===== config.mk =====
export PLATFORM = sky130hd
export DESIGN_NAME = multicycle_control
export DESIGN_NICKNAME = d
export VERILOG_FILES = /design/src/rtl/multicycle_control.sv
export SDC_FILE = /design/constraint.sdc
export NUM_CORES = 1
export LEC_CHECK = 0
export CORE_MARGIN = 2
export CORE_UTILIZATION = 45
export CTS_BUF_LIST = sky130_fd_sc_hd__clkbuf_16
export DETAILED_ROUTE_END_ITERATION = 16
export PLACE_DENSITY = 0.79
export SLEW_MARGIN = 15
export SYNTH_ARGS = -nofsm -noshare
export SYNTH_HDL_FRONTEND = slang
export SYNTH_SLANG_ARGS = --single-unit

===== constraint.sdc =====
create_clock -name clk -period 2.55 [get_ports clk]
set_clock_uncertainty 0.15 [all_clocks]
set_input_delay 0.255 -clock clk [delete_from_list [all_inputs] [get_ports clk]]
set_output_delay 0.255 -clock clk [all_outputs]
set_load 0.03 [all_outputs]

===== src/rtl/multicycle_control.sv =====
// ============================================================================
// Module   : multicycle_control
// Purpose  : Multi-cycle FETCH/DECODE/EXEC/MEM/WB control FSM for the RISC core
// Revision : 1.0 - initial release
// ============================================================================
`default_nettype none

module multicycle_control (
   input  logic       clk,
   input  logic       rst,
   input  logic       start,
   input  logic [5:0] op_code,
   input  logic [4:0] fun_code,
   input  logic       zero,
   input  logic       mem_ready,
   output logic       mem_req,
   output logic       mem_we,
   output logic       iord,
   output logic       ir_we,
   output logic       pc_we,
   output logic [1:0] pc_src,
   output logic       alu_src_a,
   output logic [1:0] alu_src_b,
   output logic [3:0] alu_op,
   output logic       reg_we,
   output logic       reg_dst,
   output logic       wb_sel,
   output logic       busy,
   output logic       halted,
   output logic       err
);

   typedef enum logic [2:0] {
      S_IDLE   = 3'd0,
      S_FETCH  = 3'd1,
      S_DECODE = 3'd2,
      S_EXEC   = 3'd3,
      S_MEM    = 3'd4,
      S_WB     = 3'd5,
      S_BRANCH = 3'd6,
      S_HALT   = 3'd7
   } state_e;

   typedef enum logic [3:0] {
      C_R    = 4'd0,
      C_IMM  = 4'd1,
      C_LD   = 4'd2,
      C_ST   = 4'd3,
      C_J    = 4'd4,
      C_BZ   = 4'd5,
      C_BNZ  = 4'd6,
      C_HALT = 4'd7,
      C_ILL  = 4'd8
   } class_e;

   function automatic class_e classify(input logic [5:0] op);
      case (op)
         6'b000000:            return C_R;
         6'b001000, 6'b001001: return C_IMM;
         6'b010000:            return C_LD;
         6'b010001:            return C_ST;
         6'b100000:            return C_J;
         6'b100001:            return C_BZ;
         6'b100010:            return C_BNZ;
         6'b111111:            return C_HALT;
         default:              return C_ILL;
      endcase
   endfunction

   state_e     state_q, state_d;
   logic [5:0] op_q;
   logic [3:0] fun_q;
   logic       err_q, err_d;
   class_e     cls_live, cls_lat;
   logic [3:0] alu_lat;
   logic       unused_fun;

   assign unused_fun = fun_code[4];
   assign cls_live   = classify(op_code);
   assign cls_lat    = classify(op_q);

   // ALU code of the instruction in flight, taken only from the latched fields
   always_comb begin
      alu_lat = 4'b0000;
      case (cls_lat)
         C_R:        alu_lat = fun_q;
         C_IMM:      alu_lat = op_q[0] ? 4'b0101 : 4'b0001;
         C_LD, C_ST: alu_lat = 4'b0001;
         default:    alu_lat = 4'b0000;
      endcase
   end

   always_ff @(posedge clk or posedge rst) begin
      if (rst) begin
         state_q <= S_IDLE;
         op_q    <= 6'd0;
         fun_q   <= 4'd0;
         err_q   <= 1'b0;
      end else begin
         state_q <= state_d;
         err_q   <= err_d;
         if (state_q == S_DECODE) begin
            op_q  <= op_code;
            fun_q <= fun_code[3:0];
         end
      end
   end

   always_comb begin
      state_d   = state_q;
      err_d     = err_q;
      mem_req   = 1'b0;
      mem_we    = 1'b0;
      iord      = 1'b0;
      ir_we     = 1'b0;
      pc_we     = 1'b0;
      pc_src    = 2'b00;
      alu_src_a = 1'b0;
      alu_src_b = 2'b00;
      alu_op    = 4'b0000;
      reg_we    = 1'b0;
      reg_dst   = 1'b0;
      wb_sel    = 1'b0;
      busy      = 1'b1;
      halted    = 1'b0;

      case (state_q)
         S_IDLE: begin
            busy = 1'b0;
            if (start) state_d = S_FETCH;
         end
         S_FETCH: begin
            mem_req   = 1'b1;
            alu_src_b = 2'b01;
            ir_we     = mem_ready;
            pc_we     = mem_ready;
            if (mem_ready) state_d = S_DECODE;
         end
         S_DECODE: begin
            case (cls_live)
               C_R, C_IMM, C_LD, C_ST: state_d = S_EXEC;
               C_J, C_BZ, C_BNZ:       state_d = S_BRANCH;
               C_HALT:                 state_d = S_HALT;
               default: begin
                  err_d   = 1'b1;
                  state_d = S_HALT;
               end
            endcase
         end
         S_EXEC: begin
            alu_src_a = 1'b1;
            alu_src_b = (cls_lat == C_R) ? 2'b00 : 2'b10;
            alu_op    = alu_lat;
            state_d   = (cls_lat == C_LD || cls_lat == C_ST) ? S_MEM : S_WB;
         end
         S_MEM: begin
            mem_req = 1'b1;
            iord    = 1'b1;
            mem_we  = (cls_lat == C_ST);
            alu_op  = alu_lat;
            if (mem_ready) state_d = (cls_lat == C_LD) ? S_WB : S_FETCH;
         end
         S_WB: begin
            reg_we  = 1'b1;
            reg_dst = (cls_lat == C_R);
            wb_sel  = (cls_lat == C_LD);
            alu_op  = alu_lat;
            state_d = S_FETCH;
         end
         S_BRANCH: begin
            alu_src_a = 1'b1;
            state_d   = S_FETCH;
            case (cls_lat)
               C_J: begin
                  pc_we  = 1'b1;
                  pc_src = 2'b10;
               end
               C_BZ: begin
                  pc_we  = zero;
                  pc_src = 2'b01;
               end
               C_BNZ: begin
                  pc_we  = ~zero;
                  pc_src = 2'b01;
               end
               default: pc_we = 1'b0;
            endcase
         end
         S_HALT: begin
            busy   = 1'b0;
            halted = 1'b1;
         end
         default: state_d = S_IDLE;
      endcase
   end

   assign err = err_q;

endmodule

`default_nettype wire


Word-level counts from Yosys, hierarchy flattened
Index checks and enable logic that the tools add are counted.
{"block": "totals", "register_bits": 14, "input_bits": 16, "elab_cells": 94}
{"block": "classes", "n_mux": 28, "n_eq_ne": 39, "bitwise_logic": 2, "reduce_logical": 21}
{"op": "one-hot mux 4 bit (8 select lines)", "n": 2}
{"op": "== test 6 bit (second input constant)", "n": 8}
{"op": "== test 4 x 3 -> 1 bit (second input constant)", "n": 7}
{"op": "== test 6 x 4 -> 1 bit (second input constant)", "n": 4}
{"op": "== test 6 x 5 -> 1 bit (second input constant)", "n": 4}
{"op": "one-hot mux 3 bit (6 select lines)", "n": 1}
{"op": "== test 4 x 2 -> 1 bit (second input constant)", "n": 4}
{"op": "OR reduction 2 bit", "n": 8}
{"op": "two-way mux 3 bit", "n": 5}
{"op": "== test 3 bit (second input constant)", "n": 4}
{"op": "zero test 6 bit", "n": 2}
{"op": "one-hot mux 4 bit (3 select lines)", "n": 1}
{"op": "two-way mux 1 bit", "n": 11}
{"op": "== test 4 x 1 -> 1 bit (second input constant)", "n": 2}
{"op": "zero test 4 bit", "n": 2}
{"op": "one-hot mux 2 bit (2 select lines)", "n": 2}
{"op": "OR reduction 8 bit", "n": 1}
{"op": "== test 3 x 2 -> 1 bit (second input constant)", "n": 2}
{"op": "!= test 2 bit (second input constant)", "n": 3}
{"op": "one-hot mux 3 bit (2 select lines)", "n": 1}
{"op": "nonzero test 6 bit", "n": 1}
{"op": "OR reduction 3 bit", "n": 2}
{"op": "two-way mux 2 bit", "n": 2}
{"op": "two-way mux 4 bit", "n": 1}
{"op": "9 further kinds", "n": 10}

Depth between registers and ports, before layout
Gate-level depths: netlist (run 1).
{"block": "logic_depth", "ltp_word": 7, "ltp_mapped": 5, "mapped_depth_nobuf": 4}

Least setup slack after synthesis (run 1)
Ideal clock, no wire load.
{"block": "synth_timing", "path_type": "register -> output", "start": "register op_q[3]", "end": "output pc_we", "slack_ns": 0.259, "n_path_buf": 1, "stages_incl_launch_ff": 6, "arrival_time_ns": 1.886, "required_ns": 2.145, "cell_sequence": "dfrtp_1 > buf_4 > a2111oi_2 > a21oi_1 > or4b_4 > o21bai_1"}
{"block": "synth_between", "elab_chain_cells": 6, "word_cells_on_any_way": 16, "classes_between": "eq/ne: 11; mux: 3; reduce/logical: 2"}
{"item": "from (decl)", "line_no": "71", "rtl": "logic [5:0] op_q;"}
{"item": "from (signal assigned)", "line_no": "103", "rtl": "op_q <= op_code;"}
{"item": "== test 6 x 4 -> 1 bit", "line_no": "57", "rtl": "case (op)"}
{"item": "OR reduction 2 bit", "line_no": "57"}
{"item": "one-hot mux 4 bit (8 select lines) *", "line_no": "57"}
{"item": "== test 4 x 3 -> 1 bit", "line_no": "173", "rtl": "case (cls_lat)"}
{"item": "one-hot mux 1 bit (3 select lines) *", "line_no": "173"}
{"item": "one-hot mux 1 bit (2 select lines) *", "line_no": "127", "rtl": "case (state_q)"}
{"item": "to (decl)", "line_no": "20", "rtl": "output logic pc_we,"}
Mark *: on every way between the ends. The rest lies on a longest branch, timed or not.

Worst setup path in the final report (run 1)
{"block": "layout_timing", "start": "register op_q[1]", "end": "output alu_op[0]"}
{"block": "layout_between", "elab_chain_cells": 7, "word_cells_on_any_way": 18, "classes_between": "eq/ne: 11; mux: 3; reduce/logical: 4"}
{"item": "== test 6 x 4 -> 1 bit", "line_no": "57"}
{"item": "OR reduction 2 bit", "line_no": "57"}
{"item": "one-hot mux 4 bit (8 select lines) *", "line_no": "57"}
{"item": "== test 4 x 2 -> 1 bit", "line_no": "85", "rtl": "case (cls_lat)"}
{"item": "OR reduction 2 bit", "line_no": "85"}
{"item": "one-hot mux 4 bit (3 select lines) *", "line_no": "85"}
{"item": "two-way mux 4 bit *", "line_no": "127"}
{"item": "to (decl)", "line_no": "24", "rtl": "output logic [3:0] alu_op,"}
Marked as above.

==> results of run 1 <==
[what timing repair did]
action | in CTS | in global routing
endpoints found under the hold margin | 0 | 0
setup endpoints to repair | 4 | 6
gates resized for setup | 6 | 3
pin swaps | 0 | 1
setup buffers | 0 | 3
[cell usage after synthesis, types with 2 or more instances]
cell	instances	area, sq um
dfrtp_1	14	350
nand2_1	12	45.0
mux2_2	9	101
nor2_1	6	22.5
o21ai_0	6	30.0
a21oi_1	5	25.0
inv_1	5	18.8
nor2b_1	5	31.3
and3_1	4	25.0
and4_1	4	35.0
buf_2	4	20.0
and2_1	3	18.8
nand2b_1	3	18.8
nand3_1	3	15.0
nor3_1	3	15.0
o211ai_1	3	22.5
a21o_1	2	15.0
a31oi_1	2	12.5
a32oi_1	2	17.5
clkbuf_1	2	7.51
nand3b_1	2	15.0
nor3b_1	2	15.0
nor4_1	2	12.5
[state kept, by name, summed over array words and instances, names as in the netlist]
register and cells:
err 1, op_q 6, state_q 3, fun_q 4
[stage by stage]
stage,setup WS (ns),instance area [sq um]
CTS,0.0419,1580
finish,0.0673,1600
global route,-0.00339,1600
global placement,0.104,1490
detailed placement,0.0379,1490
floorplan,0.259,1080
[area by class of cell]
class	count	area share, %
Clock inverter	1	0.234
Inverter	5	1.17
Sequential cell	14	22.1
Clock buffer	3	4.68
Tap cell	28	2.18
Multi-Input combinational cell	96	42.7
Timing Repair Buffer	49	27.0
[cells by family after synthesis]
kind of cell / synth area share [%]
mux: 10.4
buf+inv: 5.33
flops: 32.4
compound gates: 18.5
xor+xnor: 1.62
simple gates: 31.6
[per-layer routing]
metal  GRT usage [%]  wire length (um)  vias up
met4            12.8                46        0
met2            43.3              1620       31
met1            26.2              1230      539
met5               0                 0        -
li1                -                 -      548
met3            1.98               102        5
[power groups by stage]
stage	logic, uW	registers (uW)	clock network [uW]
floorplan	720	407	0
global placement	1030	453	0
detailed placement	1050	465	0
CTS	1060	474	297
global route	1200	498	304
finish	1120	479	292
[critical path, stage by stage, from the launching register on]
cell	delay, ns
dfrtp_2	0.46
or3_1	0.45
nor3b_2	0.28
nor4_2	0.09
a21oi_1	0.14
dlygate4sd2_1	0.41
[path summary, 6_finish.rpt]
kind,startpoint,to,slack [ns]
worst max register to register,state_q[1],fun_q[3],0.91
worst min-delay path,rst,fun_q[0],0.20
min in group clk,err,err,0.32
worst max-delay path,op_q[1],alu_op[0],0.07
worst min register to register,err,err,0.32
max in group asynchronous,rst,op_q[1],1.67
==> impl_metrics.csv, run 1 <==
group,metric,value,unit
timing,slew_violations,0,
route,wl_per_cell,15.3,um
layout,final_common_cell,"clkdlybuf4s50_1",
timing,fin_crit_sh,97.4,%
timing,hold_ws,0.200,ns
pwr,peakVddDrop,804,uV
global_route,grt.overflow.total,0,
layout,fin_util,71.8,%
die,io_pins,36,
route,detailedRoute.firstIterationViolations,26,
clocking,htreeDepth,1,
synthesis,postSynthCellCount,123,
synthesis,seq_area_frac_synth,32.4,%
global_route,grt_pass1_wl,4790,um
placement,gp_congestion,0.866,
placement,dp.cells,189,
die,fp.dieW,53.0,um
clocking,cts_tree,"built",
layout,seqCellArea,354,sq um
route,dr_total_vias,1123,
synthesis,yosys_register_bits,14,
clocking,cts_buffer_depth,2,
route,drcViolationCount,0,
route,ant_nets,0,
layout,layout_common_cells,"clkdlybuf4s50_1, buf_4, nand2_1, dfrtp_1, mux2_2",
worst_setup_path,crit_required,2.14,ns
pwr,p_total,1890,uW
pwr,p_per_area,1180,nW/um^2
global_route,antenna_found_initial,0,
route,post_drt_via_cell_ratio,5.73,
layout,n_antenna_cell,0,
route,routed_wl,3000,um
clocking,cts_root_buffer,"clkbuf_16",
timing,finalHoldViolations,0,
clocking,cts_inserted_buffers,3,
clocking,hold_buffers,0,
pwr,p_sw_share,43.1,%
layout,area_growth,48.6,%
die,initial_core_util,48.3,%
synthesis,synth_area,1080,sq um
global_route,grt_pass1_vias,1129,
timing,tightest_slew,0.592,ns
timing,setup_viol,0,
clocking,cts_sinks,14,
placement,dp_hpwl,2140,um
synthesis,synth_area_per_cell,8.78,sq um
timing,fin_setup_tns,0,ns
layout,drive_gt1_share,26.2,%
die,core-area,2230,sq um
layout,multi_input_comb_area,684,sq um
synthesis,syn-num-nets,139,
die,rows,17,
timing,relSlewSlack,59.5,%
die,die_y,53.0,um
pwr,seqPwrFrac,25.3,%
die,dieArea,2810,sq um
worst_setup_path,end_kind,"primary output",
layout,final_cells,196,
clocking,path_clk_slew,0.04,ns
layout,nets,185,
worst_setup_path,cp.arrival,2.08,ns
layout,fill_cells,185,
pwr,power.internal,1080,uW
pwr,p_switching,816,uW
pwr,combPwrFrac,59.2,%
synthesis,synth_edf_count,0,
flow_run,maxCapViolCount,0,
worst_setup_path,start_kind,"flop",
run_status,status,"finished, final reports clean",
pwr,p_leak,0.000698,uW
synthesis,async_flop_share,100,%
synthesis,synth.distinct_cells,43,
worst_setup_path,path_class,"reg2out",
synthesis,ys_warn_count,0,
timing,finalCriticalPeriod,2.48,ns
global_route,grt_max_degree,15,
worst_setup_path,crit_fanout,8,
clocking,clk_latency,0.24,ns
worst_setup_path,rr_worst_depth,4,
placement,port_buffers,34,
timing,fmax,403,MHz
global_route,track_usage,23.5,%
pwr,clkPwrFrac,15.4,%
synthesis,synthFlopType,"dfrtp_1",
route,firstDrtPassIters,4,
worst_hold_path,hp-class,"in2async",
(Power assumes the default switching activity.)
==> run 2: changes to the inputs <==
--- a/config.mk
+++ b/config.mk
@@ -5,7 +5,7 @@
 export SDC_FILE = /design/constraint.sdc
 export NUM_CORES = 1
 export LEC_CHECK = 0
-export CORE_MARGIN = 2
+export CORE_MARGIN = 8
 export CORE_UTILIZATION = 45
 export CTS_BUF_LIST = sky130_fd_sc_hd__clkbuf_16
 export DETAILED_ROUTE_END_ITERATION = 16
==> run 2 against run 1 <==
Effect of this change:
- clock power barely moved
- largest power group unchanged
- hold slack hardly changed
- global-route usage shrank 9.9 points
- largest cell class unchanged
==> impl_metrics.csv, run 2 (same netlist as run 1, synthesis figures left out) <==
group,metric,value,unit
layout,largest_reg_flops,6,
worst_setup_path,start_kind,"flop",
route,detailedRoute.firstIterationViolations,23,
layout,drive_gt1_share,24.2,%
pwr,p_leak,0.000675,uW
clocking,cts_inserted_buffers,3,
timing,slew_violations,0,
layout,final_common_cell,"clkdlybuf4s50_1",
layout,n_antenna_cell,0,
placement,port_buffers,34,
placement,gp_congestion,0.891,
global_route,grt_max_degree,15,
placement,dp_slack,0.0735,ns
clocking,cts_buffer_depth,2,
clocking,clk_latency,0.24,ns
layout,fill_cells,191,
layout,regMostFlops,"op_q",
worst_hold_path,hp-class,"in2async",
timing,relSlewSlack,58.5,%
run_status,status,"finished, final reports clean",
die,io_pins,36,
layout,area_growth,46.7,%
route,ant_nets,0,
clocking,cts_tree,"built",
pwr,peakVddDrop,760,uV
pwr,clkPwrFrac,15.9,%
timing,fmax,400,MHz
timing,finalHoldViolations,0,
die,dieArea,4220,sq um
global_route,grt_pass1_vias,1100,
layout,layout_common_cells,"clkdlybuf4s50_1, buf_4, nand2_1, dfrtp_1, mux2_2",
die,initial_core_util,48.3,%
die,fp.dieW,65.0,um
pwr,p_sw_share,42.7,%
layout,largestRegisters,"op_q: 6 flops, fun_q: 4 flops, state_q: 3 flops",
placement,dp.cells,188,
route,dr_total_vias,1108,
pwr,seqPwrFrac,26.9,%
die,core-area,2230,sq um
global_route,antenna_found_initial,0,
global_route,grt.overflow.total,0,
clocking,cts_sinks,14,
timing,fin_ws,0.0526,ns
route,firstDrtPassIters,4,
pwr,p_switching,784,uW
pwr,combPwrFrac,57.2,%
clocking,hold_buffers,0,
worst_setup_path,cp.arrival,2.09,ns
placement,dp_hpwl,2340,um
layout,fin_util,70.9,%
route,drcViolationCount,0,
worst_setup_path,path_class,"reg2out",
worst_setup_path,end_kind,"primary output",
layout,multi_input_comb_area,684,sq um
worst_setup_path,crit_required,2.14,ns
layout,seqCellArea,354,sq um
worst_setup_path,crit_fanout,6,
pwr,p_per_area,1160,nW/um^2
global_route,track_usage,13.6,%
layout,final_cells,193,
route,routed_wl,2930,um
route,wl_per_cell,15.2,um
clocking,path_clk_slew,0.04,ns
layout,nets,182,
flow_run,maxCapViolCount,0,
global_route,grt_pass1_wl,4770,um
clocking,cts_root_buffer,"clkbuf_16",
pwr,power.internal,1050,uW
route,post_drt_via_cell_ratio,5.74,
clocking,htreeDepth,1,
die,rows,17,
timing,setup_viol,0,
die,die_y,65.0,um
timing,fin_crit_sh,97.9,%
timing,finalCriticalPeriod,2.50,ns
timing,tightest_slew,0.607,ns
==> run 2: changes by cell type in the layout (fill, tap and decap cells not counted), sizes merged <==
cell / before / now
clkdlybuf4s15: 0 / 2
buf: 21 / 18
dlygate4sd2: 4 / 2
==> run 2: metal layers <==
metal  GRT usage [%]  vias to the layer above  share of wire, %
met5               0                        -                 0
met4            5.99                        0               1.3
met3            3.09                        6               5.1
met2            23.6                       33                51
met1            15.5                      524                42
li1                -                      545                 -
==> run 2: final timing paths <==
check                             start          to  slack, ns  depth (start not counted)
max in group asynchronous           rst     op_q[4]       1.68                          2
worst max register to register  op_q[1]  state_q[0]       0.81                          6
min in group clk                    err         err       0.32                          1
worst min register to register      err         err       0.32                          1
worst min-delay path                rst     op_q[0]       0.20                          2
worst max-delay path            op_q[1]   alu_op[0]       0.05                          6
==> run 2: critical path, stage by stage (launching register included) <==
cell and delay (ns):
dfrtp_2 0.41, buf_4 0.16, or3_1 0.40, nor3b_2 0.27
nor4_2 0.09, a21oi_1 0.15, clkdlybuf4s15_1 0.38
==> run 2: area by class of cell <==
class                   count  area share [%]
clock buffers               3            4.74
clock inverters             1           0.237
inverters                   5            1.18
multi-input cells          96            43.2
flip-flops and latches     14            22.4
well taps                  28            2.21
repair buffers             46            26.1
==> run 2: power groups by stage <==
stage	clock (uW)	combinational [uW]	sequential, uW
CTS	296	1040	473
finish	291	1050	493
floorplan	0	720	407
global placement	0	999	478
detailed placement	0	1010	486
global route	303	1140	514
==> run 2: stage by stage <==
step | hold slack [ns] | area (sq um) | power, uW | setup TNS [ns]
5_1_grt | 0.288 | 1580 | 1950 | -0.0671
3_3_place_gp | 0.306 | 1480 | 1480 | 0
4_1_cts | 0.226 | 1570 | 1800 | 0
3_5_place_dp | 0.309 | 1480 | 1500 | 0
2_1_floorplan | -0.00578 | 1080 | 1130 | 0
6_report | 0.199 | 1580 | 1830 | 0
==> run 2: what timing repair did <==
action                                  in CTS  in global routing
resized for setup                            5                  5
hold endpoints to repair                     0                  0
endpoints found under the setup margin       7                  7
pin swaps                                    0                  2
setup buffers                                1                  0
==> run 3: changes to the inputs <==
--- a/config.mk
+++ b/config.mk
@@ -9,7 +9,7 @@
 export CORE_UTILIZATION = 45
 export CTS_BUF_LIST = sky130_fd_sc_hd__clkbuf_16
 export DETAILED_ROUTE_END_ITERATION = 16
-export PLACE_DENSITY = 0.79
+export PLACE_DENSITY_LB_ADDON = 0.25
 export SLEW_MARGIN = 15
 export SYNTH_ARGS = -nofsm -noshare
 export SYNTH_HDL_FRONTEND = slang
==> run 3 against run 2 <==
Effect of this change:
- count of clock-buffer cells in the layout unchanged
- non-clock buffer count decreased by 3
- flip-flop and latch count unchanged
- sequential power increased by 0.8%
- utilization decreased by 0.45 points
- power decreased by 1.4%
- sequential share of layout area increased by 0.22 points
- hold slack improved by 0.0010 ns
- die area unchanged
- routed wire length decreased by 0.72%
- first-iteration DRC count increased by 70%
- via count increased by 0.54%
==> impl_metrics.csv, run 3 (same netlist as run 1, synthesis figures left out) <==
group,metric,value,unit
worst_setup_path,start_kind,"flop",
pwr,p_leak,0.000669,uW
route,firstDrtPassIters,4,
global_route,grt_pass1_vias,1094,
route,detailedRoute.firstIterationViolations,39,
placement,port_buffers,34,
timing,slew_violations,0,
worst_setup_path,crit_fanout,8,
route,drcViolationCount,0,
timing,finalHoldViolations,0,
layout,largest_reg_flops,6,
route,wl_met2,1530,um
pwr,combPwrFrac,56.4,%
layout,fill_cells,196,
die,io_pins,36,
global_route,grt.overflow.total,0,
worst_setup_path,crit_slowest_cell,"dfrtp_2",
route,ant_nets,0,
worst_setup_path,rr_endpoint,"op_q[4]",
placement,gp_congestion,0.870,
route,post_drt_via_cell_ratio,5.86,
clocking,path_clk_slew,0.05,ns
worst_setup_path,end_kind,"primary output",
clocking,cts_root_buffer,"clkbuf_16",
worst_setup_path,r2r_setup_slack,0.91,ns
die,rows,17,
layout,layout_common_cells,"clkdlybuf4s50_1, buf_4, nand2_1, dfrtp_1, mux2_2",
timing,fmax,407,MHz
worst_setup_path,reg2reg_from,"state_q[2]",
timing,setup_viol,0,
placement,dp.cells,186,
clocking,cts_sinks,14,
pwr,seqPwrFrac,27.5,%
die,core-area,2230,sq um
layout,drive_gt1_share,25.3,%
timing,tightest_slew,0.641,ns
clocking,cts_buffer_depth,2,
route,wl_per_cell,15.3,um
timing,finalCriticalPeriod,2.46,ns
worst_setup_path,slowest_delay,0.45,ns
timing,rsz0062_at_grt,"yes",
flow_run,maxCapViolCount,0,
die,die_y,65.0,um
worst_setup_path,path_buf_inv,1,
pwr,clkPwrFrac,16.2,%
layout,regMostFlops,"op_q",
worst_setup_path,cp_top_family,"simple AND/OR/NAND/NOR gates",
worst_setup_path,crit_required,2.14,ns
pwr,p_switching,785,uW
die,initial_core_util,48.3,%
worst_setup_path,critPathLaunch,"op_q[1]",
die,fp.dieW,65.0,um
global_route,track_usage,14.4,%
worst_setup_path,worstPathCellList,"or3_1, nor3b_2, nor4_4, a21oi_1, clkdlybuf4s15_1",
global_route,antenna_found_initial,0,
worst_setup_path,rr_worst_depth,4,
layout,nets,179,
layout,largestRegisters,"op_q: 6 flops, fun_q: 4 flops, state_q: 3 flops",
worst_setup_path,cp.depth,5,
worst_setup_path,cp.arrival,2.05,ns
timing,hold_ws,0.200,ns
route,routed_wl,2910,um
pwr,p_per_area,1150,nW/um^2
clocking,post_cts_buffers,0,
timing,fin_crit_sh,96.4,%
timing,relSlewSlack,56.1,%
worst_setup_path,path_class,"reg2out",
die,dieArea,4220,sq um
layout,n_antenna_cell,0,
pwr,peakVddDrop,865,uV
layout,final_common_cell,"clkdlybuf4s50_1",
route,top_layer,"met4",
run_status,status,"finished, final reports clean",
pwr,p_sw_share,43.4,%
global_route,grt_pass1_wl,4980,um
worst_hold_path,hp-class,"in2async",
route,wl_met1,1210,um
clocking,htreeDepth,1,
global_route,grt_max_degree,15,
layout,final_cells,190,
pwr,p_total,1810,uW
layout,area_growth,45.8,%
placement,dp_hpwl,2260,um
clocking,clk_latency,0.24,ns
route,wl_met3,139,um
clocking,cts_tree,"built",
clocking,cts_inserted_buffers,3,
pwr,power.internal,1020,uW
route,dr_total_vias,1114,
worst_setup_path,worstSetupEndpoint,"alu_op[0]",
run 3: final cells by class:
cell class / instances / area [sq um] / share of cell area (%)
clock buffer: 3 / 75.1 / 4.77
clock inverter: 1 / 3.75 / 0.238
inverter: 5 / 18.8 / 1.19
multi-input combinational: 96 / 697 / 44.3
sequential: 14 / 355 / 22.6
tap: 28 / 35.0 / 2.23
timing repair buffer: 43 / 389 / 24.7
run 3: timing repair:
item	in CTS	in global routing
hold buffers	0	0
hold endpoints to repair	0	0
setup endpoints to repair	4	3
gates resized for setup	5	8
run 3: routing by layer:
layer,GRT usage [%],vias up
li1,-,536
met1,16.7,550
met2,24.3,26
met3,3.44,2
met4,6.54,0
met5,0,-
run 3: worst min path at each step:
stage	start	cells after the start	end
2_1_floorplan	rst	1	err
3_3_place_gp	err	1	err
3_5_place_dp	err	1	err
4_1_cts	rst	2	fun_q[0]
5_1_grt	rst	2	fun_q[0]
6_report	rst	2	fun_q[0]
run 3: power groups by stage:
stage,Sequential (uW),Combinational (uW),Clock [uW]
floorplan,407,720,0
global placement,470,969,0
detailed placement,482,998,0
CTS,480,1000,297
global route,515,1100,305
finish,497,1020,292
run 3: metrics by stage:
stage	cell area [sq um]	TNS [ns]	worst slack (ns)	util, %
after detailed placement	1470	0	0.0499	65.8
after CTS	1550	0	0.0265	69.4
after global placement	1470	0	0.0932	65.8
final	1570	0	0.0909	70.5
after floorplan	1080	0	0.259	-
after global routing	1570	-0.00622	-0.00622	70.5
